<file path="config.mk">
export PLATFORM = sky130hd
export DESIGN_NAME = j_fdsync6_ldarb
export DESIGN_NICKNAME = d
export VERILOG_FILES = /design/src/rtl/j_fdsync6_ldarb.sv
export SDC_FILE = /design/constraint.sdc
export NUM_CORES = 1
export LEC_CHECK = 0
export ABC_AREA = 1
export ABC_CLOCK_PERIOD_IN_PS = 1850
export BUFFER_PORTS_ARGS = -buffer_cell sky130_fd_sc_hd__buf_4
export CORE_MARGIN = 2
export CORE_UTILIZATION = 45
export CTS_CLUSTER_DIAMETER = 200
export DETAILED_ROUTE_END_ITERATION = 8
export PLACE_DENSITY = 0.89
export SLEW_MARGIN = 20
export SYNTH_ARGS = -nofsm -noshare
export SYNTH_HDL_FRONTEND = slang
export SYNTH_SLANG_ARGS = --single-unit
</file>
<file path="constraint.sdc">
create_clock -name sys_clk -period 1.85 [get_ports sys_clk]
set_input_delay 0.0925 -clock sys_clk [delete_from_list [all_inputs] [get_ports sys_clk]]
set_output_delay 0.0925 -clock sys_clk [all_outputs]
set_load 0.02 [all_outputs]
</file>
<file path="src/rtl/j_fdsync6_ldarb.sv">
// Round-robin load arbiter/sequencer for the shared 6-bit j_fdsync6 holding register.
// Each grant runs IDLE -> LOAD -> ACK [-> HOLD] and drives one ld pulse followed by one ack pulse.
module j_fdsync6_ldarb #(
    parameter  int NREQ = 4,
    parameter  int HOLD = 1,
    localparam int GW   = $clog2(NREQ)
) (
    input  logic              sys_clk,
    input  logic              reset,
    input  logic [NREQ-1:0]   req,
    input  logic [6*NREQ-1:0] data,
    output logic [NREQ-1:0]   ack,
    output logic              ld,
    output logic [5:0]        d,
    output logic [GW-1:0]     gid,
    output logic              busy
);

    typedef enum logic [1:0] {
        ST_IDLE,
        ST_LOAD,
        ST_ACK,
        ST_HOLD
    } state_t;

    localparam logic [3:0]    HOLD_INIT = 4'((HOLD > 0) ? HOLD - 1 : 0);
    localparam logic [GW-1:0] PTR_INIT  = GW'(NREQ - 1);

    state_t        state, state_nx;
    logic [GW-1:0] ptr, ptr_nx;
    logic [GW-1:0] gid_nx;
    logic [3:0]    cnt, cnt_nx;

    logic          any_req;
    logic [GW-1:0] winner;
    logic [GW-1:0] idx;
    logic [5:0]    slice [NREQ];

    // Visit offsets from farthest to nearest so the nearest asserted request after ptr is the last write.
    always_comb begin
        any_req = 1'b0;
        winner  = '0;
        idx     = '0;
        for (int i = NREQ; i >= 1; i--) begin
            idx = GW'((int'(ptr) + i) % NREQ);
            if (req[idx]) begin
                any_req = 1'b1;
                winner  = idx;
            end
        end
    end

    // NOTE: every signal written in always_comb gets a default first, so no path leaves it unassigned and no latch is inferred.
    always_comb begin
        state_nx = state;
        ptr_nx   = ptr;
        gid_nx   = gid;
        cnt_nx   = cnt;
        case (state)
            ST_IDLE: begin
                if (any_req) begin
                    state_nx = ST_LOAD;
                    ptr_nx   = winner;
                    gid_nx   = winner;
                end
            end
            ST_LOAD: state_nx = ST_ACK;
            ST_ACK: begin
                if (HOLD > 0) begin
                    state_nx = ST_HOLD;
                    cnt_nx   = HOLD_INIT;
                end else begin
                    state_nx = ST_IDLE;
                end
            end
            ST_HOLD: begin
                if (cnt == 4'd0) state_nx = ST_IDLE;
                else             cnt_nx   = cnt - 4'd1;
            end
            default: state_nx = ST_IDLE;
        endcase
    end

    // NOTE: state registers use non-blocking assignments so every flop samples pre-edge values.
    always_ff @(posedge sys_clk) begin
        if (reset) begin
            state <= ST_IDLE;
            ptr   <= PTR_INIT;
            gid   <= '0;
            cnt   <= 4'd0;
        end else begin
            state <= state_nx;
            ptr   <= ptr_nx;
            gid   <= gid_nx;
            cnt   <= cnt_nx;
        end
    end

    always_comb begin
        for (int i = 0; i < NREQ; i++) slice[i] = data[6*i +: 6];
    end

    // Outputs decode registered state only; reset gates ld so the register never loads in a reset cycle.
    always_comb begin
        ack = '0;
        if (state == ST_ACK) ack[gid] = 1'b1;
    end

    assign ld   = (state == ST_LOAD) && !reset;
    assign busy = (state != ST_IDLE);
    assign d    = slice[gid];

endmodule

</file>
==> results.md, run 1 <==
* Filler instances at 180
* Proportion of layout cells with a drive suffix above 1 at between 30% and 40%
* Clock tree from TritonCTS: done
* DRC violation total after the first TritonRoute iteration at 41
* Minimum clock period after layout at 1670 ps
* Crit Path Max Fanout at 12
* Top-level I/O count at 44
* Pleak at 0.668 nW
* Crit path cell chain: inv_2 -> nor2_2 -> a22oi_1 -> nand3_1 -> buf_4
* Final-report setup violation count at 0
* Area added between synthesis and finish at 39.9%
* Bufs and invs on worst path at 2
* Hold buffers post-CTS at 0
* Final core utilization at 66.6%
* Fmax at 598 MHz
* Total number of clock tree sinks at 10
* Placer's final routability congestion estimate at 0.811
* Largest delay contributor family on the critical path: flip-flops
* Sum of net half-perimeters after detailed placement at about 1.9 mm
* Floorplan row count at 16
* Post-synthesis sequential area ratio at 21.4%
* Transition time of the tightest slew-check pin at 411 ps
* Status: completed
* Critical Path Max Stage Delay at 560 ps
* Cell count after synthesis at 145
* Area of the die at 0.00246 sq mm
* Worst Setup End Kind: output pin
* Horizontal extent of the die at 49.6 microns
* Final worst-path cycle share at roughly nine tenths
* Commonest non-fill, non-tap cells in the layout: buf_4, nand2_1, nand3_1
* Total power per unit cell area at 1490 mW/mm^2
* Min-delay worst type: in2reg
* Final routed DRC violation total at 0
* # Post-CTS Setup Buffers at 0
* Antenna violations before repair at 0
* Global routing met1 resource utilization at 21.1%
* Total global-route track usage at approximately a fifth
* Standard cell area after detailed placement at between 0.001 and 0.0015 sq mm
* CTS Root Buffer Type: clkbuf_4
* Largest cells by area after synthesis: dfxtp_1, nand3_1, nand2_1, nand2_2, ha_1
* Post-synthesis cell type count at 27
* Die Y at between 40 and 50 microns
* Port Buffers at between 40 and 50
* Most common cell after layout, fill and taps aside: buf_4
* Total standard cell area after synthesis at about 930 sq um
* Post-Synthesis Mean Instance Area at ~6.4 sq um
* Number of diodes added for antenna fixing at 0
* Count of state elements after synthesis at 10
* Endpoints failing hold at 0
* Clock latency on the worst-skew pair at 280 ps
* Total number of yosys warnings at 0
* Vias after detailed routing at 1,105
* Buffer levels on the longest clock path at 2
* Crit Path Category: reg2out
* Worst slew margin relative to its limit at 72.4%
* Share of the synthesized area in the top cell type at a little over a fifth
* Library cell contributing the largest single delay on the critical path: dfxtp_1
* Final-layout setup total negative slack at 0 ps
* Worst supply voltage drop on vdd at ~1.0 mV
* Maximum level of the CTS H-tree at 1
* Category of the worst setup path launch point: register
* Number of buffers inserted during clock tree synthesis at 3
* Met2 usage in global routing at between 30% and 40%
* Worst EP arrival at between 1500 and 2000 ps
* Number of antenna-violating nets in the routed design at 0
* Worst-path clk slew at 70 ps
* Unrepaired setup endpoints after global routing: no
* Final #Nets at 226
* Post-route standard cell area excluding fillers at 0.00131 sq mm
* Per-cell via count in the routed design at 5.12
* M3 GR Usage at approximately 6.4%
* Clock Skews at around 5.8 ps
* Placeable core region at 0.00196 sq mm
* Drt first pass iters at 4
* Wire length of the first global-routing pass at 3.71 mm
* Busiest grt layer: met2
* Synth area leader: dfxtp_1
* Remaining global-route overflow at 0
* Effective utilization at floorplan at 47.6%
* Largest net degree at the start of global routing at 13
* Max-capacitance violation count at 0
* Number of global-route vias before repair at slightly above 900
* Count of pins over their slew limit at 0
* Final routed wire length divided by cell count at 11.2 microns
* Required arrival time at the worst endpoint at 1760 ps
* Final routed wirelength across all metal layers at 2.41 mm
* Number of nets produced by synthesis at 181
-- registers in the layout, indices dropped and copies added (netlist names) --
register	flops
cnt	4
gid	2
ptr	2
state	2
-- per-layer routing --
metal	up-vias	share of wire [%]
met5	-	0
met3	5	13
li1	571	-
met2	54	46
met4	0	1.6
met1	475	39
-- cell usage after synthesis (all sizes together) --
cell type	n
nand2	44
nand3	30
inv	16
dfxtp	10
a21oi	9
nor2	8
ha	6
a22oi	5
nor3	4
buf	3
o21ai	3
or2	2
clkbuf	1
clkinv	1
nand4	1
nor3b	1
o22ai	1
-- final cells by class --
type,instances,area [sq um],share of cell area (%)
clock buffers,4,36.3,2.78
inverters,17,68.8,5.26
multi-input cells,114,638,48.8
flip-flops and latches,10,200,15.3
well taps,27,33.8,2.58
repair buffers,44,330,25.3
-- worst register-to-register path: stages, from the launching register on --
cell and delay [ps]:
dfxtp_1 530, inv_1 160, nand2_1 110, nand2_2 60
nand2_2 80, nand2_2 70, nor2_4 150, nand2_2 60
nand2_2 80, nand2_1 50, a21oi_1 140
-- stage by stage --
step	total power, mW	worst slack, ps	hold WS, ps	cells
global placement	1.69	402	313	212
detailed placement	1.73	315	318	212
CTS	1.95	84.4	24.0	216
global route	2.12	26.8	24.6	216
finish	1.95	178	24.6	216
floorplan	1.37	503	162	145
-- logic make-up after synthesis --
kind of cell,count (synthesis),share of synthesized area [%]
flip-flops,10,21.4
adder cells (fa/ha/maj),6,8.03
AND/OR/NAND/NOR,90,48.1
AO/OA/AOI/OAI,18,11.9
buffers and inverters,21,10.6
-- worst paths after layout --
check	slack [ps]	start	endpoint	cells after the start
worst max-delay path	180	gid[0]	d[0]	5
worst min-delay path	20	reset	state[1]	2
worst max register to register	290	ptr[0]	gid[0]	10
worst min register to register	480	cnt[0]	cnt[0]	1
-- power by group --
group	switching (mW)	internal, mW	total (mW)
Sequential	0.115	0.291	0.407
Combinational	0.806	0.529	1.34
Clock	0.0860	0.120	0.206
Total	1.01	0.940	1.95
-- repair_timing --
action / in CTS / in global routing
setup endpoints to repair: 0 / 6
endpoints found under the hold margin: 0 / 0
gates resized for setup: 0 / 1
No activity file was read; power rests on OpenSTA's default activity.
==> run 2, diff against run 1 <==
ABC_AREA = not set   (was 1)
CORE_ASPECT_RATIO = 0.5   (was not set)
CORE_UTILIZATION = 29   (was 45)
PLACE_DENSITY = 0.66   (was 0.89)
==> run 2 against run 1 <==
Via count is 19% lower. Clock skew decreased by 5.4 ps. Largest cell class unchanged. Critical path type unchanged. Final cell count decreased by 18%. Clock-buffer cell count unchanged. Utilization down 23 points. Total power decreased by 28%. Sequential power down 7.6%. Register-to-register slack better by 70 ps. Synthesized cell count decreased by 33%. Non-clock buffer count unchanged.
==> results.md, run 2 <==
* Wire length of the first global-routing pass at 3.53 mm
* Total global-route track usage at about 13%
* Register containing the most flip-flops in the final layout: cnt
* Buffer levels on the longest clock path at 2
* Minimum clock period after layout at between 1500 and 2000 ps
* Per-cell via count in the routed design at 5.05
* Endpoints failing hold at 0
* Pleak at 0.583 nW
* Final #Nets at 175
* Transition time of the tightest slew-check pin at 465 ps
* Number of diodes added for antenna fixing at 0
* Horizontal extent of the die at 82.7 microns
* Count leader, synth: dfxtp_1
* Post-synthesis cell type count at 38
* Crit Path Max Fanout at 8
* Clock Skews at around 0.42 ps
* Minimum hold slack at 96.0 ps
* Crit Path Category: reg2out
* Startpoint of the tightest hold check path: reset
* Clock latency on the worst-skew pair at 240 ps
* Worst EP arrival at 1560 ps
* Vias after detailed routing at 899
* Final routed wirelength across all metal layers at 2.21 mm
* Total standard cell area after synthesis at 897 sq um
* Top-level I/O count at 44
* Endpoint, Worst Hold: cnt[0]
* Status: completed
* Final-report setup violation count at 0
* Synth area leader: dfxtp_1
* Clock tree from TritonCTS: done
* Largest cells by area after synthesis: dfxtp_1, mux4_2, ha_1, mux2i_1, nand3_1
* Reg-to-reg slack, setup at 360 ps
* Number of buffers inserted during clock tree synthesis at 3
* Hold buffers post-CTS at 0
* Most used flip-flop cell after synthesis: dfxtp_1
* Worst-path clk slew at 50 ps
* Post-cts gate resize count at 0
* Most common cell after layout, fill and taps aside: buf_4
* Category of the worst setup path launch point: register
* Maximum level of the CTS H-tree at 1
* Proportion of layout cells with a drive suffix above 1 at a little over two fifths
* Fin worst setup slack at 200 ps
* Placer's final routability congestion estimate at about 0.75
* # Post-CTS Setup Buffers at 0
* Share of flip-flops with an asynchronous set or reset after synthesis at 0%
* Effective utilization at floorplan at 30.1%
* Unrepaired setup endpoints after global routing: no
* Worst Setup End Kind: output pin
* Number of nets produced by synthesis at 133
* Count of pins over their slew limit at 0
* Final worst-path cycle share at 89.2%
* Port Buffers at 43
* Commonest cells in the synthesized netlist: dfxtp_1, inv_1, nand3_1, ha_1, mux4_2
* DRC violation total after the first TritonRoute iteration at 44
* Number of enable flip-flop cells after synthesis at 0
* Antenna violations before repair at 0
* Final routed DRC violation total at 0
* Total number of clock tree sinks at 10
* Post-synthesis sequential area ratio at 22.3%
* Number of global-route vias before repair at 805
* Worst supply voltage drop on vdd at 0.561 mV
* Post-Synthesis Mean Instance Area at 9.25 sq um
* Share of the synthesized area in the top cell type at 22.3%
* Min-delay worst type: in2reg
* Worst slew margin relative to its limit at around 69%
* Drt first pass iters at 4
* Cell count after synthesis at 97
* Area added between synthesis and finish at 44.2%
* Reg-to-Reg End: state[1]
* Floorplan row count at 14
* Max-capacitance violation count at 0
* Placeable core region at 0.00298 sq mm
* Reg-to-Reg Start: cnt[0]
* Post-Place Setup Slack at 381 ps
* Die Y at 43.3 microns
* Sum of net half-perimeters after detailed placement at roughly 1.7 mm
* Required arrival time at the worst endpoint at 1760 ps
* Flip-flop count of the largest register, all copies and words added at 4
* Commonest non-fill, non-tap cells in the layout: buf_4, dfxtp_1, inv_1
* Final routed wire length divided by cell count at 12.4 microns
* Remaining global-route overflow at 0
* Final-layout setup total negative slack at 0 ps
* Total number of yosys warnings at 0
* Path depth of the worst reg2reg path at 5
* Fmax at 606 MHz
* Number of antenna-violating nets in the routed design at 0
* CTS Root Buffer Type: clkbuf_8
* Area of the die at 0.00358 sq mm
* Count of state elements after synthesis at 10
* Largest net degree at the start of global routing at 13
* Worst hold path stage count at 2
* Total power per unit cell area at 1080 mW/mm^2
-- run 2: cell count changes in the layout (fill, tap and decap cells not counted), moves of 4 or more --
cell,change
a21oi_1,-5
a22oi_1,-5
inv_2,-4
mux2i_1,+4
mux4_2,+6
nand2_1,-25
nand2_2,-14
nand3_1,-22
-- run 2: worst max-delay path, stage by stage (launching register included) --
cell and delay (ps):
dfxtp_1 590, mux4_2 560, buf_4 170
-- run 2: power breakdown --
part / internal, mW / switching (mW)
clock network: 0.188 / 0.0914
logic: 0.387 / 0.357
registers: 0.265 / 0.110
total: 0.840 / 0.559
-- run 2: cell families after synthesis --
kind of cell / count (synthesis) / synth area share, %
and+or+nand+nor: 31 / 20.6
AOI/OAI and AO/OA: 24 / 21.1
buffers and inverters: 16 / 8.09
muxes: 10 / 19.5
DFF: 10 / 22.3
adders and majority gates: 6 / 8.37
-- run 2: worst max path at each step --
stage | from | endpoint | slack [ps] | cells after the start
final | gid[0] | d[5] | 200 | 2
after global routing | gid[0] | d[1] | 90 | 2
after CTS | gid[0] | d[0] | 160 | 2
after detailed placement | cnt[0] | state[1] | 380 | 5
after global placement | cnt[0] | state[1] | 430 | 5
after floorplan | gid[0] | d[0] | 430 | 2
-- run 2: per-layer routing --
layer	GRT usage [%]	wire (microns)	share of wire (%)
met5	0	0	0
met2	21.0	1110	50
met4	2.95	14	0.63
met1	16.9	997	45
met3	3.13	83	3.8
-- run 2: area by class of cell --
class / count / area [sq um]
timing repair buffer: 44 / 330
inverter: 9 / 33.8
multi-input combinational: 71 / 624
clock buffer: 4 / 55.1
sequential: 10 / 200
tap: 40 / 50.0
fill: 287 / 1680
-- run 2: stage by stage --
step	cell area (sq um)	power, mW	util [%]	instances
2_1_floorplan	897	0.868	-	97
3_3_place_gp	1240	1.12	41.6	174
3_5_place_dp	1240	1.13	41.6	174
4_1_cts	1290	1.41	43.4	178
5_1_grt	1290	1.50	43.4	178
6_report	1290	1.40	43.4	178
